===== config.mk =====
export PLATFORM = sky130hd
export DESIGN_NAME = ram_port_arbiter
export DESIGN_NICKNAME = d
export VERILOG_FILES = /design/src/rtl/ram_port_arbiter.sv
export SDC_FILE = /design/constraint.sdc
export NUM_CORES = 1
export LEC_CHECK = 0
export BUFFER_PORTS_ARGS = -buffer_cell sky130_fd_sc_hd__buf_2
export CELL_PAD_IN_SITES_DETAIL_PLACEMENT = 0
export CELL_PAD_IN_SITES_GLOBAL_PLACEMENT = 2
export CORE_MARGIN = 3
export CORE_UTILIZATION = 29
export DETAILED_ROUTE_END_ITERATION = 8
export GPL_ROUTABILITY_DRIVEN = 0
export PLACE_DENSITY_LB_ADDON = 0.1
export RECOVER_POWER = 50
export SLEW_MARGIN = 20
export SYNTH_ARGS = -nofsm -noshare
export SYNTH_HDL_FRONTEND = slang
export SYNTH_SLANG_ARGS = --single-unit

===== constraint.sdc =====
create_clock -name clk -period 2.8 [get_ports clk]
set_clock_uncertainty 0.1 [all_clocks]
set_input_delay 0.56 -clock clk [delete_from_list [all_inputs] [get_ports clk]]
set_output_delay 0.56 -clock clk [all_outputs]
set_load 0.005 [all_outputs]

===== src/rtl/ram_port_arbiter.sv =====
// Arbiter sharing the single-ported byte-lane core RAM between instruction fetch and load/store.
// One registered command stage and one registered response stage; responses return in acceptance order.
package ram_port_arbiter_pkg;
  typedef enum logic [1:0] {
    MEM_NONE  = 2'd0,
    MEM_LOAD  = 2'd1,
    MEM_STORE = 2'd2
  } mem_op_e;

  typedef enum logic [1:0] {
    RAM_MASK_B = 2'd0,
    RAM_MASK_H = 2'd1,
    RAM_MASK_W = 2'd2
  } ram_mask_e;
endpackage

module ram_port_arbiter
  import ram_port_arbiter_pkg::*;
#(
  parameter int unsigned DATA_STREAK_MAX = 4,
  parameter int unsigned ADDR_LENGTH     = 21
) (
  input  logic        clk,
  input  logic        rst_n,
  input  logic        if_req_valid,
  input  logic [31:0] if_req_addr,
  output logic        if_req_ready,
  input  logic        if_flush,
  output logic        if_rsp_valid,
  output logic [31:0] if_rsp_rdata,
  output logic        if_rsp_err,
  input  logic        d_req_valid,
  input  logic [31:0] d_req_addr,
  input  logic [31:0] d_req_wdata,
  input  logic        d_req_we,
  input  ram_mask_e   d_req_mask,
  output logic        d_req_ready,
  output logic        d_rsp_valid,
  output logic [31:0] d_rsp_rdata,
  output logic        d_rsp_err,
  output logic [31:0] ram_addr,
  output logic [31:0] ram_wdata,
  output mem_op_e     ram_mem_op,
  output ram_mask_e   ram_mask,
  input  logic [31:0] ram_rdata
);

  localparam int unsigned STREAK_W = $clog2(DATA_STREAK_MAX + 1);
  localparam logic [STREAK_W-1:0] STREAK_MAX = STREAK_W'(DATA_STREAK_MAX);

  function automatic logic misaligned(input ram_mask_e m, input logic [1:0] off);
    case (m)
      RAM_MASK_H: misaligned = off[0];
      RAM_MASK_W: misaligned = (off != 2'b00);
      default:    misaligned = 1'b0;
    endcase
  endfunction

  // The RAM writes byte lanes, so store data moves from LSB-aligned into its lane.
  function automatic logic [31:0] lane_wdata(input logic [31:0] wdata, input logic [1:0] off);
    lane_wdata = wdata << {off, 3'b000};
  endfunction

  function automatic logic [31:0] format_rdata(input logic [31:0] word, input ram_mask_e m,
                                               input logic [1:0] off);
    logic [31:0] sh;
    sh = word >> {off, 3'b000};
    case (m)
      RAM_MASK_B: format_rdata = {24'h0, sh[7:0]};
      RAM_MASK_H: format_rdata = {16'h0, sh[15:0]};
      default:    format_rdata = word;
    endcase
  endfunction

  logic [STREAK_W-1:0] streak_q, streak_d;
  logic                force_fetch, d_gnt, if_gnt;

  logic        cmd_vld_q, cmd_vld_d;
  logic        cmd_fetch_q, cmd_fetch_d;
  logic [31:0] cmd_addr_q, cmd_addr_d;
  logic [31:0] cmd_wdata_q, cmd_wdata_d;
  logic        cmd_we_q, cmd_we_d;
  ram_mask_e   cmd_mask_q, cmd_mask_d;
  logic        cmd_err_q, cmd_err_d;

  logic        rsp_vld_q, rsp_vld_d;
  logic        rsp_fetch_q, rsp_fetch_d;
  logic        rsp_err_q, rsp_err_d;
  logic        rsp_flush_q, rsp_flush_d;
  logic [31:0] rsp_rdata_q, rsp_rdata_d;

  assign force_fetch  = if_req_valid && (streak_q == STREAK_MAX);
  assign d_gnt        = rst_n && d_req_valid && !force_fetch;
  assign if_gnt       = rst_n && if_req_valid && !d_gnt;
  assign d_req_ready  = d_gnt;
  assign if_req_ready = if_gnt;

  always_comb begin
    streak_d = streak_q;
    if (!if_req_valid || if_gnt) begin
      streak_d = '0;
    end else if (d_gnt && (streak_q != STREAK_MAX)) begin
      streak_d = streak_q + 1'b1;
    end
  end

  always_comb begin
    cmd_vld_d   = d_gnt || if_gnt;
    cmd_fetch_d = cmd_fetch_q;
    cmd_addr_d  = cmd_addr_q;
    cmd_wdata_d = cmd_wdata_q;
    cmd_we_d    = cmd_we_q;
    cmd_mask_d  = cmd_mask_q;
    cmd_err_d   = cmd_err_q;
    if (d_gnt) begin
      cmd_fetch_d = 1'b0;
      cmd_addr_d  = d_req_addr;
      cmd_wdata_d = lane_wdata(d_req_wdata, d_req_addr[1:0]);
      cmd_we_d    = d_req_we;
      cmd_mask_d  = d_req_mask;
      cmd_err_d   = misaligned(d_req_mask, d_req_addr[1:0]);
    end else if (if_gnt) begin
      cmd_fetch_d = 1'b1;
      cmd_addr_d  = if_req_addr;
      cmd_wdata_d = '0;
      cmd_we_d    = 1'b0;
      cmd_mask_d  = RAM_MASK_W;
      cmd_err_d   = misaligned(RAM_MASK_W, if_req_addr[1:0]);
    end
  end

  // A flush seen while the fetch is at the RAM is remembered; one seen a cycle later gates the strobe directly.
  always_comb begin
    rsp_vld_d   = cmd_vld_q;
    rsp_fetch_d = rsp_fetch_q;
    rsp_err_d   = rsp_err_q;
    rsp_flush_d = rsp_flush_q;
    rsp_rdata_d = rsp_rdata_q;
    if (cmd_vld_q) begin
      rsp_fetch_d = cmd_fetch_q;
      rsp_err_d   = cmd_err_q;
      rsp_flush_d = cmd_fetch_q && if_flush;
      rsp_rdata_d = (cmd_err_q || cmd_we_q) ? 32'h0
                                            : format_rdata(ram_rdata, cmd_mask_q, cmd_addr_q[1:0]);
    end
  end

  always_ff @(posedge clk or negedge rst_n) begin
    if (!rst_n) begin
      streak_q    <= '0;
      cmd_vld_q   <= 1'b0;
      cmd_fetch_q <= 1'b0;
      cmd_addr_q  <= '0;
      cmd_wdata_q <= '0;
      cmd_we_q    <= 1'b0;
      cmd_mask_q  <= RAM_MASK_W;
      cmd_err_q   <= 1'b0;
      rsp_vld_q   <= 1'b0;
      rsp_fetch_q <= 1'b0;
      rsp_err_q   <= 1'b0;
      rsp_flush_q <= 1'b0;
      rsp_rdata_q <= '0;
    end else begin
      streak_q    <= streak_d;
      cmd_vld_q   <= cmd_vld_d;
      cmd_fetch_q <= cmd_fetch_d;
      cmd_addr_q  <= cmd_addr_d;
      cmd_wdata_q <= cmd_wdata_d;
      cmd_we_q    <= cmd_we_d;
      cmd_mask_q  <= cmd_mask_d;
      cmd_err_q   <= cmd_err_d;
      rsp_vld_q   <= rsp_vld_d;
      rsp_fetch_q <= rsp_fetch_d;
      rsp_err_q   <= rsp_err_d;
      rsp_flush_q <= rsp_flush_d;
      rsp_rdata_q <= rsp_rdata_d;
    end
  end

  // The RAM decodes only the low ADDR_LENGTH bits; the upper bits ride along untouched.
  assign ram_addr   = {cmd_addr_q[31:ADDR_LENGTH], cmd_addr_q[ADDR_LENGTH-1:0]};
  assign ram_wdata  = cmd_wdata_q;
  assign ram_mask   = cmd_mask_q;
  assign ram_mem_op = (cmd_vld_q && !cmd_err_q) ? (cmd_we_q ? MEM_STORE : MEM_LOAD) : MEM_NONE;

  assign if_rsp_valid = rsp_vld_q && rsp_fetch_q && !rsp_flush_q && !if_flush;
  assign if_rsp_rdata = rsp_rdata_q;
  assign if_rsp_err   = if_rsp_valid && rsp_err_q;
  assign d_rsp_valid  = rsp_vld_q && !rsp_fetch_q;
  assign d_rsp_rdata  = rsp_rdata_q;
  assign d_rsp_err    = d_rsp_valid && rsp_err_q;

endmodule


==> results of run 1 <==
power by group:
part / total (uW) / switching (uW) / internal [uW]
combinational: 937 / 480 / 457
clock: 1410 / 603 / 804
sequential: 1920 / 153 / 1770
total: 4260 / 1240 / 3030
cell families after synthesis:
| kind of cell | count (synthesis) | synth area share, % |
|---|---|---|
| AOI/OAI and AO/OA | 210 | 26.0 |
| and+or+nand+nor | 120 | 10.6 |
| DFF | 109 | 48.5 |
| buffers and inverters | 90 | 8.98 |
| muxes | 27 | 5.07 |
| adders and majority gates | 4 | 0.889 |
sequential cells by signal, summed over array words and instances (netlist names):
register,cells
cmd_err_q,1
cmd_fetch_q,1
cmd_vld_q,1
cmd_we_q,1
d_rsp_rdata,32
ram_addr,32
ram_mask,2
ram_wdata,32
rsp_err_q,1
rsp_fetch_q,1
rsp_flush_q,1
rsp_vld_q,1
streak_q,3
per-layer routing:
metal	track usage, %	wire length [um]	up-vias
li1	-	-	2462
met1	24.5	8880	2579
met2	29.5	9210	191
met3	5.53	1340	13
met4	3.32	208	2
met5	0	7	-
synthesized netlist by cell type (2+ instances only):
library cell / count / share of area (%)
dfrtp_1: 108 / 48
o21ai_0: 49 / 4.4
nor2_1: 42 / 2.8
buf_4: 33 / 4.4
a22o_1: 32 / 5.0
a21oi_1: 31 / 2.8
a31oi_1: 30 / 3.3
nand2_1: 30 / 2.0
clkbuf_1: 26 / 1.7
nor2b_1: 19 / 2.1
mux2i_1: 18 / 3.2
buf_2: 17 / 1.5
a221o_1: 11 / 2.0
nor3b_1: 10 / 1.3
a32o_1: 9 / 1.6
inv_1: 9 / 0.60
a211o_1: 8 / 1.2
a2bb2oi_1: 8 / 1.2
mux2_2: 8 / 1.6
o2bb2ai_1: 8 / 1.2
o21a_1: 7 / 0.93
o221ai_1: 7 / 1.1
a21boi_0: 5 / 0.67
and2_1: 5 / 0.56
nand3_1: 5 / 0.44
ha_1: 4 / 0.89
buf_6: 3 / 0.60
and3_1: 2 / 0.22
o21ai_1: 2 / 0.18
cell type report:
class | instances | area [um^2] | share of cell area (%)
multi-input cells | 361 | 2390 | 33.0
flip-flops and latches | 109 | 2730 | 37.7
clock inverters | 4 | 72.6 | 1.00
well taps | 260 | 325 | 4.49
clock buffers | 11 | 243 | 3.35
repair buffers | 289 | 1440 | 19.9
inverters | 11 | 41.3 | 0.570
diodes | 1 | 2.50 | 0.0345
how the worst max path moves through the flow:
stage	from	depth (start not counted)	slack [ns]	endpoint
finish	streak_q[0]$_DFFE_PN0P_	6	0.35	d_req_ready
global placement	d_req_addr[0]	4	0.57	ram_wdata[21]$_DFFE_PN0P_
detailed placement	d_req_valid	5	0.55	d_req_ready
floorplan	d_req_addr[0]	6	0.96	ram_wdata[24]$_DFFE_PN0P_
CTS	streak_q[0]$_DFFE_PN0P_	6	0.29	d_req_ready
global route	streak_q[0]$_DFFE_PN0P_	6	0.18	d_req_ready
placed cells by master (no fill, tap or decap), types with 9 or more instances in the layout:
cell type	synthesis	layout
a32o_1	9	9
a22o_1	32	32
clkbuf_1	26	40
a221o_1	11	11
buf_4	33	11
nor3b_1	10	10
nor2b_1	19	19
buf_2	17	235
a21oi_1	31	31
dfrtp_1	108	108
mux2i_1	18	18
o21ai_0	49	50
inv_1	9	9
clkbuf_16	0	9
nand2_1	30	30
nor2_1	42	42
a31oi_1	30	30
through the flow:
step | hold WS [ns] | instances | setup WS, ns | total power [uW] | utilization, %
detailed placement | 0.366 | 1030 | 0.554 | 2930 | 37.1
CTS | 0.127 | 1045 | 0.286 | 4360 | 38.7
finish | 0.194 | 1046 | 0.347 | 4260 | 38.4
global placement | 0.360 | 1030 | 0.574 | 2910 | 37.1
floorplan | 0.164 | 560 | 0.959 | 2470 | -
global route | 0.230 | 1046 | 0.183 | 4510 | 38.4
critical path: stages (launching register included):
cell and delay, ns:
dfrtp_1 0.38, inv_1 0.07, ha_1 0.25, nand3_1 0.12
nand2_2 0.16, inv_2 0.29, buf_2 0.18
==> results.cfg, run 1 <==
[critical_path]
r2r_slack_ns = 0.70
r2r-start = ram_addr[1]$_DFFE_PN0P_
r2r_end = d_rsp_rdata[13]$_DFFE_PN0P_
critPathCaptureType = output pin
worstSetupStartpointType = flip-flop
cp_max_fo = 14
reg2reg_depth = 4
crit_required_ns = 2.14
crit_type = reg2out
arrival_ns = 1.79

[synth]
yosys_warnings = 0
synth_seq_cells = 109
ys_seq_area_share_pct = 48.5
async_reset_ff_share_pct = 100
syn_nets = 700
synth.cell_area_mm2 = 0.00563
syn_inst = 560
avgSynthCellArea_um2 = 10.0
synth-edff-count = 0
ys.flop_type = dfrtp_1
ys_types = 43

[sta]
finalMaxSlewViolations = 0
fin_crit_sh_pct = 87.6
finalSetupViolations = 0
period_needed_ns = 2.45
rsz0062_at_grt = false
fin_tns_setup_ns = 0
relSlewSlack_pct = 12.7
max_clock_freq_ghz = 0.408
worst_pin_slew_ns = 1.31
hold_violations = 0

[drt]
via_per_inst = 5.02
ant_nets = 0
drt_pass1_iterations = 4
wire_per_inst_um = 18.8
vias = 5247
wirelength_um = 19600
drtIter0Drc = 251
drc = 0

[global_routing]
first_global_vias = 5425
antenna_found_initial = 2
grt_pass1_wl_um = 31100
grt_start_max_net_pins = 66
track_usage_pct = 18.2
grt-ovfl-total = 0

[floorplanning]
dieHeight_um = 145
fp.dieW_um = 145
rows = 50
die-area_mm2 = 0.0211
core_area_mm2 = 0.0189
initial_core_util_pct = 29.8
io_pins = 274

[power_and_ir_drop]
p_leak_uw = 0.00356
powerDensity_mw_per_mm2 = 588
vdd_ir_drop_max_mv = 0.301

[clock_network]
cts.sinks = 109
ctsResizeCount = 0
holdBufCountCts = 0
cts_tree = done
clock_latency_ns = 0.35
cts_made_buffers = 9
htreeDepth = 3
cts-root-buf = clkbuf_16
path_clk_slew_ns = 0.07
post_cts_buffers = 0
clockBufferDepth = 2

[place]
port_buffers = 273
post_dp_cell_area_mm2 = 0.00700
hpwl_um = 14300

[flow_run]
drv_cap = 0

[finish]
drive_gt1_share_pct = 35.3
design_area_mm2 = 0.00725
nNetsFinal = 921
syn2layout_area_growth_pct = 28.8
nFillCells = 2012

[status]
status = complete, no violations

[worst_hold_path]
hp-class = in2async
(Power assumes the default switching activity.)
==> inputs of run 2 (changes only) <==
--- a/config.mk
+++ b/config.mk
@@ -13,7 +13,6 @@
 export DETAILED_ROUTE_END_ITERATION = 8
 export GPL_ROUTABILITY_DRIVEN = 0
 export PLACE_DENSITY_LB_ADDON = 0.1
-export RECOVER_POWER = 50
 export SLEW_MARGIN = 20
 export SYNTH_ARGS = -nofsm -noshare
 export SYNTH_HDL_FRONTEND = slang
==> run 2 against run 1 <==
  * Fmax grew 0.30%
  * Non-clock buffer count unchanged
  * Sequential power is essentially flat
  * Core utilization is 0.38 points higher
  * Largest cell class unchanged
==> results.cfg, run 2 (synthesized netlist as in run 1, its figures left out) <==
[status]
status = complete, no violations

[critical_path]
worstSetupStartpointType = flip-flop
r2r_end = d_rsp_rdata[13]$_DFFE_PN0P_
crit_required_ns = 2.14
cp.depth = 6
cp_slowest_cell = dfrtp_1
reg2reg_depth = 4
crit_type = reg2out
cp_max_fo = 14
r2r_slack_ns = 0.71
critPathLaunch = streak_q[0]$_DFFE_PN0P_
critPathCaptureType = output pin
endpoint = d_req_ready
cp_cell_sequence = inv_1 -> ha_1 -> nand3_1 -> nand2_2 -> inv_2 -> buf_2
r2r-start = ram_addr[1]$_DFFE_PN0P_
crit_buf_inv = 3
critical-path-top-delay-family = buffers and inverters
arrival_ns = 1.79
cp_slowest_stage_delay_ns = 0.38

[place]
hpwl_um = 14300
port_buffers = 273
dp_slack_ns = 0.554

[clock_network]
holdBufCountCts = 0
cts-root-buf = clkbuf_16
post_cts_buffers = 0
cts.sinks = 109
cts_made_buffers = 9
ctsResizeCount = 0
path_clk_slew_ns = 0.07
cts_tree = done
clockBufferDepth = 2
clock_latency_ns = 0.35
htreeDepth = 3

[floorplanning]
fp.dieW_um = 145
dieHeight_um = 145
die-area_mm2 = 0.0211
io_pins = 274
initial_core_util_pct = 29.8
rows = 50
core_area_mm2 = 0.0189

[global_routing]
first_global_vias = 5425
grt_start_max_net_pins = 66
track_usage_pct = 18.2
antenna_found_initial = 2
grt-ovfl-total = 0
grt_pass1_wl_um = 31100

[sta]
fin_crit_sh_pct = 87.3
hold_violations = 0
period_needed_ns = 2.45
fin_tns_setup_ns = 0
worst_pin_slew_ns = 0.877
max_clock_freq_ghz = 0.409
rsz0062_at_grt = false
finalSetupViolations = 0
worst_slack_ns = 0.355
finalMaxSlewViolations = 0
relSlewSlack_pct = 41.5

[drt]
via_per_inst = 5.02
drtIter0Drc = 247
wire_per_inst_um = 18.8
ant_nets = 0
drc = 0
drt_pass1_iterations = 4
vias = 5246
wirelength_um = 19700

[power_and_ir_drop]
powerDensity_mw_per_mm2 = 585
vdd_ir_drop_max_mv = 0.303
p_leak_uw = 0.00368

[finish]
final_cell_mix = 272 x buf_2, 108 x dfrtp_1, 49 x o21ai_0
syn2layout_area_growth_pct = 30.1
drive_gt1_share_pct = 40.4
final_common_cell = buf_2
nNetsFinal = 921

[flow_run]
drv_cap = 0

[worst_hold_path]
hp-class = in2async
-- run 2: worst min path at each step --
| stage | slack, ns | startpoint | depth (start not counted) | to |
|---|---|---|---|---|
| floorplan | 0.16 | rst_n | 0 | cmd_err_q$_DFFE_PN0P_ |
| global placement | 0.36 | ram_wdata[20]$_DFFE_PN0P_ | 2 | ram_wdata[20]$_DFFE_PN0P_ |
| detailed placement | 0.37 | ram_wdata[20]$_DFFE_PN0P_ | 2 | ram_wdata[20]$_DFFE_PN0P_ |
| CTS | 0.13 | rst_n | 2 | cmd_vld_q$_DFF_PN0_ |
| global route | 0.13 | rst_n | 2 | d_rsp_rdata[7]$_DFFE_PN0P_ |
| finish | 0.12 | rst_n | 2 | ram_addr[0]$_DFFE_PN0P_ |
-- run 2: metal layers --
| metal | global-route usage (%) | part of all wire, % | routed length, um | vias up |
|---|---|---|---|---|
| met4 | 3.32 | 1.1 | 208 | 2 |
| met3 | 5.53 | 6.9 | 1360 | 13 |
| li1 | - | - | - | 2463 |
| met5 | 0 | 0.036 | 7 | - |
| met2 | 29.5 | 47 | 9210 | 194 |
| met1 | 24.5 | 45 | 8880 | 2574 |
-- run 2: power breakdown --
group / switching [uW] / internal [uW] / total (uW)
Combinational: 481 / 478 / 960
Sequential: 151 / 1770 / 1920
Clock: 601 / 804 / 1410
Total: 1230 / 3050 / 4280
-- run 2: layout make-up --
type,count,area (um^2)
Sequential cell,109,2730
Clock inverter,4,72.6
Multi-Input combinational cell,361,2400
Clock buffer,11,243
Tap cell,260,325
Inverter,11,41.3
Timing Repair Buffer,289,1500
Antenna cell,1,2.50
Fill cell,1987,11600
-- run 2: stage by stage --
stage	util [%]	power (uW)	instance area (um^2)	hold slack (ns)	cells
2_1_floorplan	-	2470	5630	0.164	560
4_1_cts	38.7	4360	7320	0.127	1045
6_report	38.7	4280	7320	0.121	1046
3_3_place_gp	37.1	2910	7000	0.360	1030
5_1_grt	38.7	4530	7320	0.130	1046
3_5_place_dp	37.1	2930	7000	0.366	1030
-- run 2: worst reg2reg max path: stages (launching register included) --
cell and delay, ns:
dfrtp_1 0.71, buf_4 0.31, mux2_2 0.37, a22o_1 0.18, a221o_1 0.31
